===== src/rtl/fetch_unit.sv =====
// Instruction-fetch front end: owns the PC and the IF/ID register, keeps one
// imem request in flight plus a one-entry response buffer; redirects kill in-flight fetches.
module fetch_unit #(
   parameter logic [31:0] RESET_PC  = 32'h0000_0000,
   parameter logic [31:0] NOP_INSTR = 32'h0000_0000
) (
   input  logic        clk,
   input  logic        reset,
   input  logic [1:0]  PCSrc,
   input  logic        PC_Write,
   input  logic        IFID_Write,
   input  logic        IFID_Flush,
   input  logic [31:0] Branch_Target,
   input  logic [31:0] JumpR_Target,
   output logic        imem_req_valid,
   input  logic        imem_req_ready,
   output logic [31:0] imem_addr,
   input  logic        imem_rsp_valid,
   input  logic [31:0] imem_rsp_data,
   output logic [31:0] IFID_Instr,
   output logic [31:0] IFID_PC,
   output logic [31:0] IFID_PCPlus4,
   output logic        IFID_Valid
);

   typedef enum logic {S_REQ, S_WAIT} state_t;

   state_t      state_reg;
   logic [31:0] pc_reg;
   logic [31:0] fetch_pc_reg;
   logic        kill_reg;
   logic        buf_valid_reg;
   logic [31:0] buf_instr_reg;
   logic [31:0] buf_pc_reg;
   logic        stale_rsp_reg;

   logic        redirect;
   logic [31:0] redirect_pc;
   logic        rsp_arrive;
   logic        rsp_good;
   logic        ifid_take;
   logic        rsp_bypass;
   logic        rsp_to_buf;
   logic        accept;

   always_comb begin
      redirect_pc = pc_reg;
      case (PCSrc)
         2'b01:   redirect_pc = {IFID_PCPlus4[31:28], IFID_Instr[25:0], 2'b00};
         2'b10:   redirect_pc = JumpR_Target;
         2'b11:   redirect_pc = Branch_Target;
         default: redirect_pc = pc_reg;
      endcase
   end

   assign redirect   = PC_Write && (PCSrc != 2'b00);
   assign rsp_arrive = imem_rsp_valid && (state_reg == S_WAIT);
   assign rsp_good   = rsp_arrive && !kill_reg && !redirect;
   assign ifid_take  = IFID_Write && !IFID_Flush;
   assign rsp_bypass = rsp_good && ifid_take && !buf_valid_reg;
   assign rsp_to_buf = rsp_good && !rsp_bypass;

   // A finishing fetch frees the port this cycle unless its word has to park in the buffer.
   assign imem_req_valid = ((state_reg == S_REQ) && !buf_valid_reg) || (rsp_arrive && !rsp_to_buf);
   assign imem_addr      = pc_reg;
   assign accept         = imem_req_valid && imem_req_ready;

   always_ff @(posedge clk) begin
      if (reset) begin
         state_reg     <= S_REQ;
         pc_reg        <= RESET_PC;
         fetch_pc_reg  <= RESET_PC;
         kill_reg      <= 1'b0;
         buf_valid_reg <= 1'b0;
         buf_instr_reg <= NOP_INSTR;
         buf_pc_reg    <= 32'h0;
         IFID_Instr    <= NOP_INSTR;
         IFID_PC       <= 32'h0;
         IFID_PCPlus4  <= 32'h0;
         IFID_Valid    <= 1'b0;
      end else begin
         if (redirect) begin
            pc_reg <= redirect_pc;
         end else if (accept) begin
            pc_reg <= pc_reg + 32'd4;
         end

         if (accept) begin
            fetch_pc_reg <= pc_reg;
            state_reg    <= S_WAIT;
            kill_reg     <= redirect;
         end else if (rsp_arrive) begin
            state_reg <= S_REQ;
            kill_reg  <= 1'b0;
         end else if (redirect && (state_reg == S_WAIT)) begin
            kill_reg <= 1'b1;
         end

         if (redirect) begin
            buf_valid_reg <= 1'b0;
         end else if (rsp_to_buf) begin
            buf_valid_reg <= 1'b1;
            buf_instr_reg <= imem_rsp_data;
            buf_pc_reg    <= fetch_pc_reg;
         end else if (ifid_take) begin
            buf_valid_reg <= 1'b0;
         end

         // Bubbles and flushes keep the PC tags of the last real instruction.
         if (IFID_Flush) begin
            IFID_Instr <= NOP_INSTR;
            IFID_Valid <= 1'b0;
         end else if (IFID_Write) begin
            if (buf_valid_reg) begin
               IFID_Instr   <= buf_instr_reg;
               IFID_PC      <= buf_pc_reg;
               IFID_PCPlus4 <= buf_pc_reg + 32'd4;
               IFID_Valid   <= 1'b1;
            end else if (rsp_good) begin
               IFID_Instr   <= imem_rsp_data;
               IFID_PC      <= fetch_pc_reg;
               IFID_PCPlus4 <= fetch_pc_reg + 32'd4;
               IFID_Valid   <= 1'b1;
            end else begin
               IFID_Instr <= NOP_INSTR;
               IFID_Valid <= 1'b0;
            end
         end
      end
   end

   // Remembers that reset abandoned a request, so its late response is not flagged as unsolicited.
   always_ff @(posedge clk) begin
      if (reset) begin
         stale_rsp_reg <= stale_rsp_reg || (state_reg == S_WAIT);
      end else if (imem_rsp_valid && (state_reg == S_REQ)) begin
         stale_rsp_reg <= 1'b0;
      end
   end

   always_ff @(posedge clk) begin
      if (!reset) begin
         assert (!(imem_rsp_valid && (state_reg == S_REQ) && !stale_rsp_reg));
         assert (!(imem_rsp_valid && buf_valid_reg && !stale_rsp_reg));
      end
   end

endmodule


===== config.mk =====
export PLATFORM = sky130hd
export DESIGN_NAME = fetch_unit
export DESIGN_NICKNAME = d
export VERILOG_FILES = /design/src/rtl/fetch_unit.sv
export SDC_FILE = /design/constraint.sdc
export NUM_CORES = 1
export LEC_CHECK = 0
export BUFFER_PORTS_ARGS = -buffer_cell sky130_fd_sc_hd__buf_2
export CORE_MARGIN = 1.5
export CORE_UTILIZATION = 49
export DETAILED_ROUTE_END_ITERATION = 7
export GPL_TIMING_DRIVEN = 0
export HOLD_SLACK_MARGIN = 0.08
export PLACE_DENSITY = 0.76
export SLEW_MARGIN = 10
export SYNTH_ARGS = -nofsm -noshare
export SYNTH_HDL_FRONTEND = slang
export SYNTH_SLANG_ARGS = --single-unit

===== constraint.sdc =====
create_clock -name clk -period 3.35 [get_ports clk]
set_clock_uncertainty 0.2 [all_clocks]
set_input_delay 0.67 -clock clk [delete_from_list [all_inputs] [get_ports clk]]
set_output_delay 0.67 -clock clk [all_outputs]
set_load 0.02 [all_outputs]

==> metrics, run 1 <==
outcome completed; Min-Delay Path Class primary input to register; # clock sinks 226; GRT Total Usage about a third; H-tree depth 1; top-level port count 235; net total in the final layout approximately 1700; Overflow after GRT 0; vias in the first global route 10800; Max transition margin 16.60%; DIE WIDTH 150.9 um; register area share after synthesis approximately 42%; syn_area_per_cell around 7.9 sq um; CTS tree done; area growth from synthesis to layout 22.07%; Gate power share 11.7%; synthesized area between 10000 and 15000 sq um; Pleak 4.912 nW; Clock Path Buffers 3; Pwr Total between 6 and 7 mW; Final Hold Fails 0; die footprint between 20000 and 25000 sq um; Clock power frac 44.1%; Fillers roughly 2000; Synth Warn # 0; Int Pwr approximately 4.7 mW; CP arrival between 2 and 2.5 ns; Worst setup SP type primary input; Net Count, Synth between 1000 and 1500; top_reg_cell synth dfxtp_1; # DRC 0; worst setup path category primary input to output port; Hold Buf Count CTS 0; PortBufs approximately 230; register bit count reported by yosys between 200 and 250; later-pin clock latency in the skew report roughly 0.53 ns; DR WL/cell a little over 20 um; Die H around 150 um; ant diodes 0; synthesized instance count about 1400; f_max just over 300 MHz; VDD IR max roughly 380 uV; Critical Path RT approximately 2.5 ns; max-slew violation count 0; RSZ-0062 raised after global routing false; initial antenna violation count 0; Rows between 50 and 60; first-pass GRT wire length 59440 um; total core area 21220 sq um; HPWL after DPL approximately 30000 um; Tightest Pin Transition about 1.2 ns; vias per cell 6.026; Net Sw Power ~1.7 mW; Post-synth EDFFs 0; Final Critical Period 3.256 ns; Max-Cap Viols 0; period utilisation layout between 90 and 100%; final WL 38950 um; share of post-route cells with drive strength above 1 roughly a fifth; Clock Pin Slew Worst Setup and Hold Paths around 0.060 ns; Switching Share between 20% and 30%; vias about 11000; pwr dens 494.4 nW/um^2; First-pass DRT Iterations 5; CP Capture Type output port; Initial Utilization between 50 and 60%; DR iter-0 viols between 800 and 900; Post-Route Utilization around 62%; Finish-stage setup viols 0; CP Max Fanout 9; remaining antenna violation count 0; final weighted congestion in routability-driven placement slightly below 1; CTS buffer count 24; most common cell after layout, fill and taps aside nand2_1; Reg power frac between 40% and 50%; asr flop ratio synth 0%; synth unique cells 64; clk root buf clkbuf_16; pin count of the biggest net entering global routing 18; commonest non-fill, non-tap cells in the layout nand2_1, buf_2, dfxtp_1
[cells by family after synthesis]
| logic type | count (synthesis) | share of synthesized area, % |
|---|---|---|
| buffers and inverters | 137 | 5.162 |
| AO/OA/AOI/OAI | 401 | 25.44 |
| flip-flops | 226 | 42.23 |
| AND/OR/NAND/NOR | 538 | 22.61 |
| adder cells (fa/ha/maj) | 5 | 0.5840 |
| multiplexers | 34 | 3.235 |
| XOR/XNOR | 9 | 0.7359 |
[final timing paths]
check | from | endpoint | slack (ns) | depth (start not counted)
worst max-delay path | PCSrc[0] | imem_req_valid | 0.09 | 8
worst min-delay path | imem_rsp_data[19] | buf_instr_reg[19]$_SDFFE_PP0P_ | 0.19 | 3
worst max register to register | buf_valid_reg$_SDFFE_PP0P_ | IFID_Instr[19]$_SDFFE_PP0P_ | 0.23 | 6
worst min register to register | IFID_PCPlus4[9]$_SDFFE_PP0P_ | IFID_PCPlus4[9]$_SDFFE_PP0P_ | 0.25 | 2
[per-stage QoR]
stage / cells / area [sq um] / TNS (ns) / setup slack, ns / hold slack (ns)
floorplan: 1350 / 10710 / 0 / 0.1397 / 0.2360
global placement: 1858 / 12220 / -37.39 / -0.7628 / 0.2412
detailed placement: 1858 / 12220 / -40.16 / -0.6997 / 0.2460
CTS: 1902 / 13080 / 0 / 0.005643 / 0.1808
global route: 1901 / 13080 / 0 / 0.01434 / 0.1992
finish: 1901 / 13080 / 0 / 0.09377 / 0.1939
[synth_stat cells, drive strengths merged (3+ instances only)]
master | number | area, sq um
nand3 | 60 | 312.8
nor4 | 18 | 112.6
nand4 | 23 | 150.1
nand4b | 7 | 61.31
and4 | 4 | 35.03
or2 | 5 | 31.28
a31o | 6 | 52.55
nand2b | 4 | 25.02
nand2 | 270 | 1013
a221o | 5 | 50.05
and2 | 3 | 18.77
o311ai | 12 | 105.1
o221ai | 3 | 26.28
ha | 5 | 62.56
o21ai | 34 | 170.2
a22oi | 47 | 352.8
a22o | 7 | 61.31
clkbuf | 92 | 347.8
a32o | 4 | 40.04
a311oi | 4 | 35.03
a21o | 8 | 60.06
a211oi | 78 | 585.6
and3 | 14 | 87.58
o21a | 4 | 30.03
dfxtp | 226 | 4524
mux2 | 5 | 56.30
or3 | 5 | 31.28
a21oi | 131 | 655.6
nor3 | 14 | 70.07
a31oi | 4 | 25.02
a221oi | 27 | 236.5
o211ai | 4 | 30.03
buf | 28 | 141.4
mux2i | 29 | 290.3
inv | 17 | 63.81
nand3b | 10 | 87.58
nor2 | 99 | 371.6
xnor2 | 8 | 70.07
[timing repair]
action                                  in CTS  in global routing
setup buffers                                1                  0
endpoints found under the hold margin        0                  0
resized for setup                            4                  3
pin swaps                                    1                  1
endpoints found under the setup margin      12                 37
cloned                                       0                  0
[area by class of cell]
class                   count  area (sq um)  share of cell area (%)
well taps                 275         344.1                   2.631
plain buffers             118         490.5                   3.750
flip-flops and latches    226          4524                   34.60
repair buffers            234          1174                   8.974
multi-input cells         987          5640                   43.13
clock inverters            11         166.4                   1.272
inverters                  17         63.81                  0.4879
clock buffers              33         674.4                   5.157
[metal layers]
metal | vias to the layer above | track usage, % | wire [um]
li1 | 5436 | - | -
met3 | 102 | 6.265 | 3321
met1 | 5351 | 41.66 | 15580
met4 | 0 | 14.37 | 1616
met2 | 566 | 57.76 | 18430
met5 | - | 0 | 0
[worst max-delay path: stages]
cell	delay, ns
buf_2	0.12
inv_1	0.08
ha_1	0.16
nand2b_1	0.10
clkbuf_1	0.51
a21oi_1	0.21
or2_2	0.36
buf_2	0.18
[power by group through the flow]
stage / sequential (mW) / clock [mW] / combinational, mW
floorplan: 2.95 / 0 / 0.379
global placement: 2.91 / 0 / 0.735
detailed placement: 2.92 / 0 / 0.741
CTS: 2.86 / 2.87 / 0.745
global route: 2.87 / 2.96 / 0.812
finish: 2.86 / 2.85 / 0.756
No activity file was read; power rests on OpenSTA's default activity.
==> run 2: changes to the inputs <==
--- a/config.mk
+++ b/config.mk
@@ -9,3 +9,3 @@
 export CORE_MARGIN = 1.5
-export CORE_UTILIZATION = 49
+export CORE_UTILIZATION = 50
 export DETAILED_ROUTE_END_ITERATION = 7
@@ -13,3 +13,3 @@
 export HOLD_SLACK_MARGIN = 0.08
-export PLACE_DENSITY = 0.76
+export PLACE_DENSITY = 0.74
 export SLEW_MARGIN = 10
==> constraint.sdc (replaced) <==
create_clock -name clk -period 3.1 [get_ports clk]
set_clock_uncertainty 0.2 [all_clocks]
set_input_delay 0.155 -clock clk [delete_from_list [all_inputs] [get_ports clk]]
set_output_delay 0.155 -clock clk [all_outputs]
set_load 0.02 [all_outputs]
==> metrics, run 2 (synthesis gave the netlist of run 1 again) <==
slowest stage delay, CP 0.50 ns (about the same); Pwr Total 6.895 mW (+6.6%); vias in the first global route 11380 (+5.4%); CTS tree done; pwr dens 497.7 nW/um^2 (+0.67%); cell family with the largest share of critical-path delay simple AND/OR/NAND/NOR gates; Setup WS pre-CTS -0.7296 ns (-0.02988 ns); RR Startpoint buf_valid_reg$_SDFFE_PP0P_; Finish-stage setup viols 0 (unchanged); met1 usage 43.57% (+1.9 points); Post-Place Cells 1858 (unchanged); hold depth 4 (+1); Die H 149.4 um (-0.98%); share of post-route cells with drive strength above 1 18.46% (-0.48 points); net total in the final layout 1797 (+4.6%); FF-to-FF path depth 11 (+5); RSZ-0062 raised after global routing false; first-pass GRT wire length 61730 um (+3.9%); Max transition margin 18.69% (+2.1 points); Post-Route Utilization 65.89% (+4.3 points); vias per cell 5.981 (-0.74%); setup TNS 0 ns (unchanged); total core area 21020 sq um (-0.94%); Final Critical Period 2.967 ns; max-slew violation count 0 (unchanged); Min-Delay Path Class primary input to register; remaining antenna violation count 0 (unchanged); H-tree depth 1 (unchanged); grt met2 use 59.42% (+1.7 points); HPWL after DPL 29540 um (-0.86%); reg2reg end IFID_PCPlus4[22]$_SDFFE_PP0P_; outcome completed; Final WS setup 0.1333 ns (+0.03957 ns); design area 13850 sq um (+5.9%); VDD IR max 427.3 uV (+13%); top-level port count 235 (unchanged); Rows 53 (unchanged); f_max 337.1 MHz; Worst setup SP type register; First-pass DRT Iterations 6 (+1); clk root buf clkbuf_16; Overflow after GRT 0 (unchanged); critical-path cell list buf_8, buf_12, buf_12, mux2_2, ha_1, nand4b_1, a22oi_2, buf_4, nand4_1, nor3_1, or4_1; CP Max Fanout 19 (+10); WP depth 11 (+3); Hold Slack 0.08154 ns (-0.1124 ns); area growth from synthesis to layout 29.30%; DIE WIDTH 149.4 um (-0.98%); initial antenna violation count 0 (unchanged); crit path launch buf_valid_reg$_SDFFE_PP0P_; FF-to-FF setup slack 0.13 ns (-0.10 ns); critical path's slowest cell or4_1; CTS buffer count 25 (+4.2%); cell repeated most along the worst path buf_12; CP arrival 3.18 ns (+0.79 ns); ant diodes 0 (unchanged); placed cell areas 12230 sq um (about the same); # DRC 0 (unchanged); pin count of the biggest net entering global routing 20 (+2); Clock Path Buffers 3 (unchanged); final WL 40050 um (+2.8%); Tightest Pin Transition 1.211 ns (-0.02813 ns); final weighted congestion in routability-driven placement 0.9960 (+2.1%); GRT Total Usage 35.57% (+1.7 points); worst setup path category register to register; Max-Cap Viols 0 (unchanged); Pleak 5.232 nW (+6.5%); # clock sinks 226 (unchanged); vias 11850 (+3.4%); grt met3 use 5.566% (-0.70 points); Initial Utilization 50.96% (+0.48 points); WP buf/inv 4 (unchanged); commonest non-fill, non-tap cells in the layout nand2_1, buf_2, dfxtp_1; Setup crit end IFID_PCPlus4[22]$_SDFFE_PP0P_; die footprint 22310 sq um (-2.0%); GR peak layer met2; most common cell after layout, fill and taps aside nand2_1; DR WL/cell 20.22 um (-1.3%); Clock Pin Slew Worst Setup and Hold Paths 0.06 ns (about the same); DR iter-0 viols 1025 (+20%); later-pin clock latency in the skew report 0.53 ns (about the same); CP Capture Type register; Finished Layout Cells 1981 (+4.2%); Critical Path RT 3.31 ns (+0.83 ns); period utilisation layout roughly 96%; PortBufs 233 (unchanged); Final Hold Fails 0 (unchanged)
run 2: metal layers:
metal / wire length (um) / vias to the layer above / part of all wire (%)
li1: - / 5608 / -
met1: 15950 / 5486 / 40
met2: 18640 / 622 / 47
met3: 3095 / 133 / 7.7
met4: 2374 / 0 / 5.9
met5: 0 / - / 0
run 2: worst register-to-register path: stages (launching register included):
cell,delay [ns]
dfxtp_1,0.35
buf_8,0.18
buf_12,0.19
buf_12,0.18
mux2_2,0.36
ha_1,0.24
nand4b_1,0.14
a22oi_2,0.10
buf_4,0.18
nand4_1,0.15
nor3_1,0.07
or4_1,0.50
run 2: worst min-delay path by stage:
stage | startpoint | endpoint
final | Branch_Target[11] | imem_addr[11]$_SDFFE_PP0P_
after global routing | Branch_Target[11] | imem_addr[11]$_SDFFE_PP0P_
after detailed placement | imem_rsp_data[30] | buf_instr_reg[30]$_SDFFE_PP0P_
after global placement | imem_rsp_data[15] | buf_instr_reg[15]$_SDFFE_PP0P_
after floorplan | imem_rsp_data[0] | buf_instr_reg[0]$_SDFFE_PP0P_
after CTS | JumpR_Target[15] | imem_addr[15]$_SDFFE_PP0P_
run 2: area by class of cell:
type | count | area (sq um)
flip-flops and latches | 226 | 4524
inverters | 17 | 63.81
multi-input cells | 987 | 5655
repair buffers | 312 | 1954
plain buffers | 118 | 513.0
fillers | 1842 | 7169
clock buffers | 36 | 737.0
well taps | 275 | 344.1
clock inverters | 10 | 60.06
run 2: timing repair:
action,in CTS,in global routing
resized for setup,4,11
gates cloned,0,0
pin swaps,1,0
hold buffers,78,0
hold endpoints to repair,92,0
endpoints found under the setup margin,24,18
buffers inserted,1,0
run 2: power breakdown:
part | switching [mW] | total [mW] | internal [mW]
logic | 0.573 | 0.910 | 0.337
registers | 0.101 | 3.09 | 2.99
clock network | 1.24 | 2.89 | 1.65
